<file path="config.mk">
export PLATFORM = sky130hd
export DESIGN_NAME = crop_frame_ctrl_flat
export DESIGN_NICKNAME = d
export VERILOG_FILES = /design/src/rtl/crop_frame_ctrl_if.sv /design/src/rtl/crop_frame_ctrl.sv /design/src/flat_wrapper.sv
export SDC_FILE = /design/constraint.sdc
export NUM_CORES = 1
export LEC_CHECK = 0
export ABC_CLOCK_PERIOD_IN_PS = 2750
export CAP_MARGIN = 5
export CELL_PAD_IN_SITES_DETAIL_PLACEMENT = 1
export CELL_PAD_IN_SITES_GLOBAL_PLACEMENT = 1
export CORE_UTILIZATION = 34
export DETAILED_ROUTE_END_ITERATION = 10
export PLACE_DENSITY_LB_ADDON = 0.1
export SYNTH_ARGS = -nofsm -noshare
export SYNTH_HDL_FRONTEND = slang
export SYNTH_SLANG_ARGS = --single-unit
</file>
<file path="constraint.sdc">
create_clock -name clk -period 2.75 [get_ports clk]
set_input_delay 0.55 -clock clk [delete_from_list [all_inputs] [get_ports clk]]
set_output_delay 0.55 -clock clk [all_outputs]
set_load 0.005 [all_outputs]
</file>
<file path="src/rtl/crop_frame_ctrl_if.sv">
// Crop request handshake and upstream pixel handshake of crop_frame_ctrl.
// slave: the controller's view; master: the requester / pixel source view.
interface crop_frame_ctrl_if #(
  parameter int unsigned XW = 5,
  parameter int unsigned YW = 5
);
  logic          cfg_valid;
  logic          cfg_ready;
  logic [XW-1:0] cfg_x0;
  logic [YW-1:0] cfg_y0;
  logic          s_axis_tvalid;
  logic          s_axis_tready;

  modport slave (
    input  cfg_valid,
    input  cfg_x0,
    input  cfg_y0,
    input  s_axis_tvalid,
    output cfg_ready,
    output s_axis_tready
  );

  modport master (
    output cfg_valid,
    output cfg_x0,
    output cfg_y0,
    output s_axis_tvalid,
    input  cfg_ready,
    input  s_axis_tready
  );
endinterface

</file>
<file path="src/rtl/crop_frame_ctrl.sv">
// Per-frame sequencer for the crop filter: accepts and clamps a crop request, pulses ap_start,
// gates the input stream during RUN, tracks the raster position and closes the frame once all
// input beats are consumed and the filter has reported done.
// Optional DRAIN watchdog: define CROP_CTRL_TIMEOUT_EN.
module crop_frame_ctrl #(
  parameter int unsigned IN_ROWS        = 20,
  parameter int unsigned IN_COLS        = 20,
  parameter int unsigned OUT_ROWS       = 10,
  parameter int unsigned OUT_COLS       = 10,
  parameter int unsigned TIMEOUT_CYCLES = 1024,
  localparam int unsigned XW = (IN_COLS > 1) ? $clog2(IN_COLS) : 1,
  localparam int unsigned YW = (IN_ROWS > 1) ? $clog2(IN_ROWS) : 1
) (
  input  logic                    clk,
  input  logic                    srst,
  crop_frame_ctrl_if.slave        cfg_axis,
  input  logic                    cf_s_axis_tready,
  input  logic                    cf_ap_ready,
  input  logic                    cf_ap_done,
  output logic                    ap_start,
  output logic [XW-1:0]           crop_x0,
  output logic [YW-1:0]           crop_y0,
  output logic [XW-1:0]           cnt_col,
  output logic [YW-1:0]           cnt_row,
  output logic                    busy,
  output logic                    frame_done,
  output logic                    err_timeout
);

  localparam logic [XW-1:0] MaxX    = XW'(IN_COLS - OUT_COLS);
  localparam logic [YW-1:0] MaxY    = YW'(IN_ROWS - OUT_ROWS);
  localparam logic [XW-1:0] ColLast = XW'(IN_COLS - 1);
  localparam logic [YW-1:0] RowLast = YW'(IN_ROWS - 1);

  typedef enum logic [1:0] {StIdle, StStart, StRun, StDrain} state_e;

  state_e          state_q, state_d;
  logic [XW-1:0]   crop_x0_q, crop_x0_d;
  logic [YW-1:0]   crop_y0_q, crop_y0_d;
  logic [XW-1:0]   cnt_col_q, cnt_col_d;
  logic [YW-1:0]   cnt_row_q, cnt_row_d;
  logic            done_seen_q, done_seen_d;
  logic            last_seen_q, last_seen_d;
  logic            frame_done_q, frame_done_d;
  logic            cfg_ready;
  logic            s_axis_tready;
  logic            beat;

`ifdef CROP_CTRL_TIMEOUT_EN
  localparam int unsigned TW = (TIMEOUT_CYCLES > 1) ? $clog2(TIMEOUT_CYCLES + 1) : 1;
  localparam logic [TW-1:0] TmoLast = TW'(TIMEOUT_CYCLES - 1);
  logic [TW-1:0]   tmo_q, tmo_d;
  logic            err_timeout_q, err_timeout_d;
`endif

  // Next-state, datapath updates and handshake outputs
  always_comb begin
    state_d       = state_q;
    crop_x0_d     = crop_x0_q;
    crop_y0_d     = crop_y0_q;
    cnt_col_d     = cnt_col_q;
    cnt_row_d     = cnt_row_q;
    done_seen_d   = done_seen_q;
    last_seen_d   = last_seen_q;
    frame_done_d  = 1'b0;
    cfg_ready     = 1'b0;
    s_axis_tready = 1'b0;
    ap_start      = 1'b0;
    beat          = 1'b0;
`ifdef CROP_CTRL_TIMEOUT_EN
    tmo_d         = tmo_q;
    err_timeout_d = err_timeout_q;
`endif
    unique case (state_q)
      StIdle: begin
        cfg_ready = cf_ap_ready;
        if (cfg_axis.cfg_valid && cf_ap_ready) begin
          crop_x0_d   = (cfg_axis.cfg_x0 > MaxX) ? MaxX : cfg_axis.cfg_x0;
          crop_y0_d   = (cfg_axis.cfg_y0 > MaxY) ? MaxY : cfg_axis.cfg_y0;
          cnt_col_d   = '0;
          cnt_row_d   = '0;
          done_seen_d = 1'b0;
          last_seen_d = 1'b0;
          state_d     = StStart;
        end
      end
      StStart: begin
        ap_start = 1'b1;
        state_d  = StRun;
      end
      StRun: begin
        s_axis_tready = cf_s_axis_tready;
        beat          = cfg_axis.s_axis_tvalid && cf_s_axis_tready;
        if (beat) begin
          if (cnt_col_q == ColLast) begin
            cnt_col_d = '0;
            if (cnt_row_q == RowLast) begin
              cnt_row_d   = '0;
              last_seen_d = 1'b1;
            end else begin
              cnt_row_d = cnt_row_q + 1'b1;
            end
          end else begin
            cnt_col_d = cnt_col_q + 1'b1;
          end
        end
        if (cf_ap_done) begin
          done_seen_d = 1'b1;
        end
        // Done and last beat may arrive in either order, including the same cycle
        if (last_seen_d && done_seen_d) begin
          frame_done_d = 1'b1;
          state_d      = StIdle;
        end else if (last_seen_d) begin
          state_d = StDrain;
`ifdef CROP_CTRL_TIMEOUT_EN
          tmo_d   = '0;
`endif
        end
      end
      StDrain: begin
        if (cf_ap_done || done_seen_q) begin
          done_seen_d  = 1'b1;
          frame_done_d = 1'b1;
          state_d      = StIdle;
        end
`ifdef CROP_CTRL_TIMEOUT_EN
        else if (tmo_q == TmoLast) begin
          // Give up on the filter; no frame_done for an abandoned frame
          err_timeout_d = 1'b1;
          state_d       = StIdle;
        end else begin
          tmo_d = tmo_q + 1'b1;
        end
`endif
      end
      default: state_d = StIdle;
    endcase
  end

  // State and datapath registers with synchronous reset
  always_ff @(posedge clk) begin
    if (srst) begin
      state_q      <= StIdle;
      crop_x0_q    <= '0;
      crop_y0_q    <= '0;
      cnt_col_q    <= '0;
      cnt_row_q    <= '0;
      done_seen_q  <= 1'b0;
      last_seen_q  <= 1'b0;
      frame_done_q <= 1'b0;
    end else begin
      state_q      <= state_d;
      crop_x0_q    <= crop_x0_d;
      crop_y0_q    <= crop_y0_d;
      cnt_col_q    <= cnt_col_d;
      cnt_row_q    <= cnt_row_d;
      done_seen_q  <= done_seen_d;
      last_seen_q  <= last_seen_d;
      frame_done_q <= frame_done_d;
    end
  end

`ifdef CROP_CTRL_TIMEOUT_EN
  // DRAIN watchdog counter and sticky error flag
  always_ff @(posedge clk) begin
    if (srst) begin
      tmo_q         <= '0;
      err_timeout_q <= 1'b0;
    end else begin
      tmo_q         <= tmo_d;
      err_timeout_q <= err_timeout_d;
    end
  end

  assign err_timeout = err_timeout_q;
`else
  assign err_timeout = 1'b0;
`endif

  assign cfg_axis.cfg_ready     = cfg_ready;
  assign cfg_axis.s_axis_tready = s_axis_tready;
  assign crop_x0                = crop_x0_q;
  assign crop_y0                = crop_y0_q;
  assign cnt_col                = cnt_col_q;
  assign cnt_row                = cnt_row_q;
  assign busy                   = (state_q != StIdle);
  assign frame_done             = frame_done_q;

endmodule

</file>
<file path="src/flat_wrapper.sv">
// flat-port wrapper written by rule: the top's interface ports become plain ports
module crop_frame_ctrl_flat 
#(
  parameter int unsigned IN_ROWS        = 20,
  parameter int unsigned IN_COLS        = 20,
  parameter int unsigned OUT_ROWS       = 10,
  parameter int unsigned OUT_COLS       = 10,
  parameter int unsigned TIMEOUT_CYCLES = 1024,
  localparam int unsigned XW = (IN_COLS > 1) ? $clog2(IN_COLS) : 1,
  localparam int unsigned YW = (IN_ROWS > 1) ? $clog2(IN_ROWS) : 1
)
  (clk, srst, cf_s_axis_tready, cf_ap_ready, cf_ap_done, ap_start, crop_x0, crop_y0, cnt_col, cnt_row, busy, frame_done, err_timeout, cfg_axis_cfg_valid, cfg_axis_cfg_x0, cfg_axis_cfg_y0, cfg_axis_s_axis_tvalid, cfg_axis_cfg_ready, cfg_axis_s_axis_tready);
  crop_frame_ctrl_if #(.XW((5)), .YW((5))) cfg_axis_i ();
  input  logic clk;
  input  logic srst;
  input  logic cf_s_axis_tready;
  input  logic cf_ap_ready;
  input  logic cf_ap_done;
  output logic ap_start;
  output logic [XW-1:0] crop_x0;
  output logic [YW-1:0] crop_y0;
  output logic [XW-1:0] cnt_col;
  output logic [YW-1:0] cnt_row;
  output logic busy;
  output logic frame_done;
  output logic err_timeout;
  input wire logic [$bits(cfg_axis_i.cfg_valid)-1:0] cfg_axis_cfg_valid;
  input wire logic [$bits(cfg_axis_i.cfg_x0)-1:0] cfg_axis_cfg_x0;
  input wire logic [$bits(cfg_axis_i.cfg_y0)-1:0] cfg_axis_cfg_y0;
  input wire logic [$bits(cfg_axis_i.s_axis_tvalid)-1:0] cfg_axis_s_axis_tvalid;
  output wire logic [$bits(cfg_axis_i.cfg_ready)-1:0] cfg_axis_cfg_ready;
  output wire logic [$bits(cfg_axis_i.s_axis_tready)-1:0] cfg_axis_s_axis_tready;
  assign cfg_axis_i.cfg_valid = cfg_axis_cfg_valid;
  assign cfg_axis_i.cfg_x0 = cfg_axis_cfg_x0;
  assign cfg_axis_i.cfg_y0 = cfg_axis_cfg_y0;
  assign cfg_axis_i.s_axis_tvalid = cfg_axis_s_axis_tvalid;
  assign cfg_axis_cfg_ready = cfg_axis_i.cfg_ready;
  assign cfg_axis_s_axis_tready = cfg_axis_i.s_axis_tready;
  crop_frame_ctrl #(.IN_ROWS(IN_ROWS), .IN_COLS(IN_COLS), .OUT_ROWS(OUT_ROWS), .OUT_COLS(OUT_COLS), .TIMEOUT_CYCLES(TIMEOUT_CYCLES)) u_core (.clk(clk), .srst(srst), .cfg_axis(cfg_axis_i), .cf_s_axis_tready(cf_s_axis_tready), .cf_ap_ready(cf_ap_ready), .cf_ap_done(cf_ap_done), .ap_start(ap_start), .crop_x0(crop_x0), .crop_y0(crop_y0), .cnt_col(cnt_col), .cnt_row(cnt_row), .busy(busy), .frame_done(frame_done), .err_timeout(err_timeout));
endmodule
</file>
==> results of run 1 <==
## metrics by stage
step	util	setup slack, ns	power, mW	std cells	hold slack [ns]
floorplan	-	1.12	0.430	133	0.448
global placement	0.511	0.466	0.487	214	0.447
detailed placement	0.511	0.437	0.491	214	0.447
CTS	0.519	0.442	0.661	218	0.477
global route	0.519	0.315	0.692	218	0.501
finish	0.519	0.436	0.647	218	0.471
## kinds of logic after synthesis
kind of cell | Yosys count
compound gates | 36
xor+xnor | 1
fa+ha+maj | 2
buf+inv | 12
flops | 25
mux | 1
other cells | 1
simple gates | 55
## power groups by stage
| stage | registers [mW] | clock network (mW) | logic (mW) |
|---|---|---|---|
| final | 0.381 | 0.166 | 0.101 |
| after global routing | 0.382 | 0.198 | 0.111 |
| after CTS | 0.381 | 0.178 | 0.103 |
| after detailed placement | 0.389 | 0 | 0.102 |
| after global placement | 0.388 | 0 | 0.0991 |
| after floorplan | 0.387 | 0 | 0.0428 |
## worst min-delay path, stage by stage (launching register included)
cell	delay, ns
dfxtp_1	0.34
nand2_1	0.05
a21oi_1	0.05
## state kept, by name, indices dropped and copies added, names as in the netlist
signal	count
u_core.cnt_col	5
u_core.cnt_row	5
u_core.crop_x0	5
u_core.crop_y0	5
u_core.done_seen_q	1
u_core.frame_done	1
u_core.last_seen_q	1
u_core.state_q	2
## layer usage
layer / global-route usage / up-vias / part of all wire
li1: - / 555 / -
met3: 0.0362 / 4 / 0.038
met2: 0.320 / 25 / 0.51
met4: 0.0812 / 0 / 0.0084
met5: 0 / - / 0
met1: 0.229 / 525 / 0.44
## placed cells by master (no fill, tap or decap), drive strengths merged, types with 2 or more instances in the layout
master,Yosys,layout
inv,6,6
nor2b,2,2
dfxtp,25,25
nor3,2,2
nand2b,2,2
a21oi,12,12
ha,2,2
o31ai,2,2
a21boi,2,2
or3,2,2
o21ai,6,6
and2,3,3
nor3b,2,2
clkbuf,4,3
clkdlybuf4s50,0,41
a211oi,6,6
nand3,4,4
a21o,2,2
or4,3,3
nand2,6,6
buf,2,2
nand3b,2,2
and4bb,2,2
nor2,19,19
a22oi,3,3
## final cells by class
cell class	count	area [sq um]
clock buffers	3	22.5
clock inverters	1	5.00
fillers	390	1520
inverters	6	22.5
multi-input cells	96	607
flip-flops and latches	25	500
well taps	44	55.1
repair buffers	43	425
## worst max-delay path by stage
| stage | startpoint | endpoint | slack, ns | cells past startpoint |
|---|---|---|---|---|
| floorplan | u_core.cnt_col[0]$_SDFFE_PP0P_ | u_core.cnt_row[4]$_SDFFE_PP0P_ | 1.12 | 5 |
| global placement | cf_s_axis_tready | cfg_axis_s_axis_tready | 0.47 | 4 |
| detailed placement | cf_ap_ready | u_core.cnt_row[3]$_SDFFE_PP0P_ | 0.44 | 5 |
| CTS | cf_s_axis_tready | cfg_axis_s_axis_tready | 0.44 | 4 |
| global route | u_core.state_q[1]$_SDFFE_PP0P_ | cfg_axis_s_axis_tready | 0.31 | 3 |
| finish | cf_s_axis_tready | cfg_axis_s_axis_tready | 0.44 | 4 |
==> flow_metrics.py, run 1 <==
metrics = {
    "outcome": {
        "status": "finished, final reports clean",
    },
    "clock_tree": {
        "cts.htree.levels": 1,
        "clock-sinks": 25,
        "cts_buffer_depth": 2,
        "cts_buffers": 3,
        "clkLatencyLatePin_ns": 0.32,
        "cts_tree": "done",
        "cts_setup_buffers": 0,
        "ctsHoldBuffers": 0,
        "cts-root-buf": "clkbuf_4",
        "clkSlewWorstSetupHoldPaths_ns": 0.14,
        "post_cts.resized_instances": 0,
    },
    "min_path": {
        "worstHoldPathCells": 2,
        "holdPathEnd": "u_core.crop_y0[2]$_SDFFE_PP0P_",
        "holdCritStartpoint": "u_core.crop_y0[2]$_SDFFE_PP0P_",
        "min_path_type": "reg2reg",
    },
    "place": {
        "place.gp.congestion": 0.778,
        "io_buffers": 41,
        "placed_area_sq_um": 1610,
        "post-dp-hpwl_mm": 2.33,
    },
    "sta": {
        "rsz0062_at_grt": "no",
        "setup_viol": 0,
        "tightest_slew_ns": 0.510,
        "maxSlewViolCount": 0,
        "setup_tns_ns": 0,
        "max_freq_mhz": 432,
        "slew_headroom": 0.655,
        "finalCriticalPeriod_ns": 2.31,
        "period_share": 0.841,
        "finClkSkew_ns": 0.0121,
        "hold_viol": 0,
    },
    "setup_path": {
        "startpoint_type": "input pin",
        "worst-path-buf-inv": 3,
        "crit_family": "buffers and inverters",
        "cp_slowest_cell": "clkdlybuf4s50_1",
        "end_kind": "primary output",
        "cp.required_ns": 2.20,
        "critPathMostFrequentCell": "clkdlybuf4s50_1",
        "path_cells": "clkdlybuf4s50_1, inv_1, nor2_1, clkdlybuf4s50_1",
        "critPathMaxStageDelay_ns": 0.52,
        "worstPathArrival_ns": 1.76,
        "reg2reg_from": "u_core.cnt_col[0]$_SDFFE_PP0P_",
        "critPathKind": "in2out",
        "rr_worst_depth": 5,
        "rr_endpoint": "u_core.cnt_row[4]$_SDFFE_PP0P_",
        "crit_fanout": 4,
        "rrSetupSlack_ns": 0.93,
    },
    "routing": {
        "drtIter0Drc": 38,
        "wl_per_cell_microns": 13.7,
        "drtAntennaViolNets": 0,
        "drc": 0,
        "wl_mm": 2.99,
        "vias_per_cell": 5.09,
        "first_pass_iters": 3,
        "vias": 1109,
    },
    "synthesis": {
        "synthXorXnorAreaFrac": 0.00753,
        "post-synth-top-count-cell": "dfxtp_1",
        "syn-cell-area_sq_um": 1160,
        "synth_top_family_by_area": "simple AND/OR/NAND/NOR gates",
        "synth_edf_count": 0,
        "netlist_top_cells_area": "dfxtp_1, nor2_1, a21oi_1",
        "yosys_warnings": 0,
        "synth_common_cells": "dfxtp_1, nor2_1, a21oi_1",
        "synth_area_leader_cell": "dfxtp_1",
        "synthArstFlopShare": 0,
        "synth_fa_ha_area_frac": 0.0215,
        "synth.distinct_cells": 40,
        "syn_inst": 133,
        "ys_seq_elements": 25,
        "syn-num-nets": 152,
        "synth_ff_type": "dfxtp_1",
        "yosysSeqAreaShare": 0.430,
        "synth_mux_area_frac": 0.00860,
        "synth-simple-area-share": 0.274,
        "avgSynthCellArea_sq_um": 8.75,
        "synth-compound-area-share": 0.206,
        "synth_top_area_frac": 0.430,
    },
    "floorplan": {
        "fp.coreArea_sq_um": 3150,
        "start_util": 0.369,
        "die_h_microns": 60.5,
        "placementRows": 20,
        "pin_count": 43,
        "dieArea_sq_um": 3660,
        "fp.dieW_microns": 60.5,
    },
    "cells_and_area": {
        "final_area_sq_um": 1640,
        "nets": 194,
        "drive_gt1_frac": 0.0632,
        "area_delta_synth_final_pct": 40.8,
        "n_antenna_cell": 0,
    },
    "pwr": {
        "ir_drop_mv": 0.167,
        "cellPowerDensity_nw_per_um2": 395,
        "seq_power_share": 0.588,
        "leakage_nw": 0.575,
        "p_clk_frac": 0.256,
        "p_switching_mw": 0.163,
        "p_comb_frac": 0.156,
        "swShare": 0.252,
        "internal-power_mw": 0.484,
    },
    "grt": {
        "grt.overflow.total": 0,
        "grt_pass1_vias": 1104,
        "grt_first_pass_wirelength_mm": 5.09,
        "antenna_found_initial": 0,
        "grt_max_degree": 15,
        "grtUsageTotal": 0.187,
    },
    "run": {
        "maxCapViolations": 0,
    },
}
Power figures use the tool's default switching activity.
==> run 2, diff against run 1 <==
- ABC_CLOCK_PERIOD_IN_PS: 2750 -> 2300
- CORE_UTILIZATION: 34 -> 31
- clock period: 2.75 -> 2.3 ns (I/O delays scaled with it)
==> run 2 against run 1 <==
  * Setup slack worse by 0.26 ns
  * Routed wire length is 3.1% lower
  * Flip-flop and latch count unchanged
  * Global-route usage down 3.0 points
  * Non-clock buffer count up 1
  * Power rose by 29%
  * Critical endpoint unchanged
  * Largest cell class unchanged
==> flow_metrics.py, run 2 (same netlist as run 1, synthesis figures left out) <==
metrics = {
    "outcome": {
        "status": "finished, final reports clean",
    },
    "grt": {
        "grt-busiest-layer": "met2",
        "grt_pass1_vias": 1171,
        "grtUsageMet2": 0.274,
        "antenna_found_initial": 0,
        "grt_max_degree": 14,
        "grtUsageTotal": 0.157,
        "grtUsageMet1": 0.194,
        "gr-usage-met3": 0.0290,
        "grt_first_pass_wirelength_mm": 5.07,
        "grt.overflow.total": 0,
    },
    "sta": {
        "period_share": 0.925,
        "slew_headroom": 0.660,
        "finalCriticalPeriod_ns": 2.13,
        "rsz0062_at_grt": "no",
        "hold_viol": 0,
        "tightest_slew_ns": 0.503,
        "setup_tns_ns": 0,
        "setup_viol": 0,
        "maxSlewViolCount": 0,
        "finClkSkew_ns": 0.00194,
        "max_freq_mhz": 470,
    },
    "floorplan": {
        "dieArea_sq_um": 4000,
        "fp.dieW_microns": 63.3,
        "die_h_microns": 63.3,
        "placementRows": 21,
        "start_util": 0.335,
        "pin_count": 43,
        "fp.coreArea_sq_um": 3470,
    },
    "clock_tree": {
        "cts_buffer_depth": 2,
        "cts_tree": "done",
        "cts-root-buf": "clkbuf_8",
        "cts_buffers": 3,
        "post_cts.resized_instances": 0,
        "clock-sinks": 25,
        "ctsHoldBuffers": 0,
        "clkSlewWorstSetupHoldPaths_ns": 0.08,
        "cts.htree.levels": 1,
        "clkLatencyLatePin_ns": 0.26,
        "cts_setup_buffers": 0,
    },
    "setup_path": {
        "critPathKind": "reg2out",
        "worstPathArrival_ns": 1.67,
        "cp.required_ns": 1.84,
        "end_kind": "primary output",
        "crit_fanout": 9,
        "startpoint_type": "register",
    },
    "cells_and_area": {
        "final_area_sq_um": 1670,
        "layout_commonest_cell": "clkdlybuf4s50_1",
        "layout_common_cells": "clkdlybuf4s50_1, dfxtp_1, nor2_1",
        "n_antenna_cell": 0,
        "drive_gt1_frac": 0.0629,
        "area_delta_synth_final_pct": 43.1,
        "nets": 195,
    },
    "routing": {
        "wl_mm": 2.90,
        "drtIter0Drc": 40,
        "drc": 0,
        "first_pass_iters": 2,
        "vias": 1104,
        "drtAntennaViolNets": 0,
        "wl_per_cell_microns": 13.1,
        "vias_per_cell": 5.00,
    },
    "place": {
        "post-dp-hpwl_mm": 2.28,
        "place.gp.congestion": 0.713,
        "io_buffers": 41,
        "placed_area_sq_um": 1620,
    },
    "pwr": {
        "leakage_nw": 0.585,
        "cellPowerDensity_nw_per_um2": 500,
        "ir_drop_mv": 0.300,
    },
    "run": {
        "maxCapViolations": 0,
    },
    "min_path": {
        "min_path_type": "reg2reg",
    },
}
## run 2: cell types whose count changed in the layout (fill, tap and decap cells not counted)
| cell | before | now |
|---|---|---|
| clkbuf_4 | 3 | 0 |
| clkinv_2 | 1 | 0 |
| buf_4 | 2 | 3 |
| clkbuf_8 | 0 | 3 |
| clkbuf_1 | 0 | 1 |
## run 2: through the flow
| step | hold WS (ns) | setup slack (ns) | power, mW | std cells | utilization |
|---|---|---|---|---|---|
| CTS | 0.467 | 0.164 | 0.851 | 221 | 0.480 |
| detailed placement | 0.452 | 0.107 | 0.589 | 217 | 0.467 |
| global route | 0.477 | 0.0982 | 0.881 | 221 | 0.480 |
| finish | 0.463 | 0.172 | 0.833 | 221 | 0.480 |
| global placement | 0.443 | 0.141 | 0.585 | 217 | 0.467 |
| floorplan | 0.448 | 0.666 | 0.514 | 133 | - |
## run 2: cell type report
| type | count | area, sq um |
|---|---|---|
| fillers | 432 | 1800 |
| inverters | 6 | 22.5 |
| repair buffers | 44 | 433 |
| flip-flops and latches | 25 | 500 |
| well taps | 46 | 57.6 |
| clock buffers | 4 | 45.0 |
| multi-input cells | 96 | 607 |
## run 2: path summary, 6_finish.rpt
check | end | slack (ns) | cells past startpoint | from
min reg2reg | u_core.crop_y0[2]$_SDFFE_PP0P_ | 0.46 | 2 | u_core.crop_y0[2]$_SDFFE_PP0P_
max | cfg_axis_s_axis_tready | 0.17 | 3 | u_core.state_q[1]$_SDFFE_PP0P_
max reg2reg | u_core.cnt_row[4]$_SDFFE_PP0P_ | 0.50 | 5 | u_core.cnt_col[0]$_SDFFE_PP0P_
min | u_core.crop_y0[2]$_SDFFE_PP0P_ | 0.46 | 2 | u_core.crop_y0[2]$_SDFFE_PP0P_
## run 2: critical path, cell delays in order (launching register included)
cell and delay, ns:
dfxtp_1 0.48, or2b_1 0.32, nor2_1 0.10, clkdlybuf4s50_1 0.50
## run 2: report_power, final
part	internal, mW	switching (mW)
Sequential	0.444	0.0101
Combinational	0.0706	0.0519
Clock	0.124	0.133
Total	0.638	0.195
## run 2: metal layers
metal | wire [microns] | part of all wire
met1 | 1340 | 0.46
met2 | 1380 | 0.48
met3 | 146 | 0.050
met4 | 31 | 0.011
met5 | 0 | 0
==> run 3, diff against run 2 <==
- CORE_MARGIN: not set -> 4
==> run 3 against run 2 <==
  * Via count up 2.5%
  * Clock power about the same
  * Final cell count unchanged
  * First-iteration DRC count up 15%
  * Flip-flop and latch count unchanged
  * Die area up 20%
  * Power up 0.29%
  * Core utilization about the same
  * Clock skew up 0.00089 ns
  * Largest cell class unchanged
  * Highest routed layer unchanged
==> flow_metrics.py, run 3 (same netlist as run 1, synthesis figures left out) <==
metrics = {
    "floorplan": {
        "start_util": 0.335,
        "placementRows": 21,
        "fp.coreArea_sq_um": 3470,
        "fp.dieW_microns": 69.3,
        "die_h_microns": 69.3,
        "pin_count": 43,
        "dieArea_sq_um": 4800,
    },
    "setup_path": {
        "worstPathArrival_ns": 1.62,
        "end_kind": "primary output",
        "crit_fanout": 4,
        "cp.required_ns": 1.84,
        "startpoint_type": "input pin",
        "critPathKind": "in2out",
    },
    "pwr": {
        "ir_drop_mv": 0.219,
        "seq_power_share": 0.544,
        "leakage_nw": 0.585,
        "swShare": 0.236,
        "p_comb_frac": 0.147,
        "internal-power_mw": 0.639,
        "p_clk_frac": 0.309,
        "p_switching_mw": 0.197,
        "cellPowerDensity_nw_per_um2": 501,
    },
    "cells_and_area": {
        "area_delta_synth_final_pct": 43.2,
        "drive_gt1_frac": 0.0686,
        "nets": 195,
        "final_area_sq_um": 1670,
        "layout_commonest_cell": "clkdlybuf4s50_1",
        "layout_common_cells": "clkdlybuf4s50_1, dfxtp_1, nor2_1",
        "fill_cells": 441,
        "n_antenna_cell": 0,
    },
    "clock_tree": {
        "cts_setup_buffers": 0,
        "clkLatencyLatePin_ns": 0.27,
        "cts-root-buf": "clkbuf_8",
        "cts.htree.levels": 1,
        "cts_buffer_depth": 2,
        "cts_tree": "done",
        "cts_buffers": 3,
        "clock-sinks": 25,
        "clkSlewWorstSetupHoldPaths_ns": 0.08,
    },
    "outcome": {
        "status": "finished, final reports clean",
    },
    "grt": {
        "grt-busiest-layer": "met2",
        "grt_pass1_vias": 1227,
        "grtUsageMet1": 0.161,
        "grt_max_degree": 14,
        "grtUsageTotal": 0.135,
        "gr-usage-met3": 0.0362,
        "antenna_found_initial": 0,
        "grt.overflow.total": 0,
        "grtUsageMet2": 0.232,
        "grt_first_pass_wirelength_mm": 5.47,
    },
    "routing": {
        "drc": 0,
        "drtIter0Drc": 46,
        "wl_mm": 3.04,
        "first_pass_iters": 4,
        "wl_per_cell_microns": 13.8,
        "vias": 1132,
        "drtAntennaViolNets": 0,
        "vias_per_cell": 5.12,
    },
    "sta": {
        "period_share": 0.904,
        "setup_tns_ns": 0,
        "tightest_slew_ns": 0.507,
        "maxSlewViolCount": 0,
        "rsz0062_at_grt": "no",
        "finalCriticalPeriod_ns": 2.08,
        "finClkSkew_ns": 0.00282,
        "slew_headroom": 0.657,
        "hold_viol": 0,
        "setup_viol": 0,
        "max_freq_mhz": 481,
    },
    "place": {
        "io_buffers": 41,
        "placed_area_sq_um": 1620,
        "place.gp.congestion": 0.748,
        "post-dp-hpwl_mm": 2.39,
    },
    "run": {
        "maxCapViolations": 0,
    },
    "min_path": {
        "min_path_type": "reg2reg",
    },
}
[run 3: cell counts in the layout (fill, tap and decap cells not counted)]
Identical to the previous run, type by type.
[run 3: cell type report]
class	instances	area, sq um	area share
Clock buffer	4	45.0	0.0270
Timing Repair Buffer	44	433	0.260
Tap cell	46	57.6	0.0345
Multi-Input combinational cell	96	607	0.364
Sequential cell	25	502	0.301
Inverter	6	22.5	0.0135
[run 3: routing by layer]
layer	up-vias	share of wire
li1	557	-
met1	540	0.44
met2	30	0.49
met3	5	0.053
met4	0	0.012
met5	-	0
[run 3: timing repair]
| action | in CTS | in global routing |
|---|---|---|
| hold buffers | 0 | 0 |
| gates resized for setup | 0 | 1 |
| setup endpoints to repair | 0 | 1 |
| hold endpoints to repair | 0 | 0 |
[run 3: worst paths after layout]
| kind | to | slack, ns | start | cells after the start |
|---|---|---|---|---|
| max | cfg_axis_s_axis_tready | 0.22 | cf_s_axis_tready | 4 |
| min | u_core.crop_x0[2]$_SDFFE_PP0P_ | 0.47 | u_core.crop_x0[2]$_SDFFE_PP0P_ | 2 |
| max reg2reg | u_core.cnt_row[3]$_SDFFE_PP0P_ | 0.49 | u_core.cnt_col[0]$_SDFFE_PP0P_ | 5 |
| min reg2reg | u_core.crop_x0[2]$_SDFFE_PP0P_ | 0.47 | u_core.crop_x0[2]$_SDFFE_PP0P_ | 2 |
[run 3: worst max-delay path: stages]
cell and delay [ns]:
clkdlybuf4s50_1 0.51, inv_1 0.05, nor2_1 0.09, clkdlybuf4s50_1 0.50
[run 3: stage by stage]
stage | utilization | power, mW | hold slack [ns] | setup WS, ns | cells
floorplan | - | 0.514 | 0.448 | 0.666 | 133
global placement | 0.467 | 0.586 | 0.443 | 0.145 | 217
detailed placement | 0.467 | 0.589 | 0.456 | 0.122 | 217
CTS | 0.480 | 0.852 | 0.467 | 0.144 | 221
global route | 0.481 | 0.886 | 0.504 | 0.104 | 221
finish | 0.481 | 0.836 | 0.466 | 0.220 | 221
[run 3: power groups by stage]
stage                     combinational, mW  sequential, mW  clock, mW
after floorplan                      0.0512           0.463          0
after global placement                0.122           0.464          0
after detailed placement              0.124           0.465          0
after CTS                             0.125           0.455      0.272
after global routing                  0.138           0.458      0.290
final                                 0.123           0.455      0.258
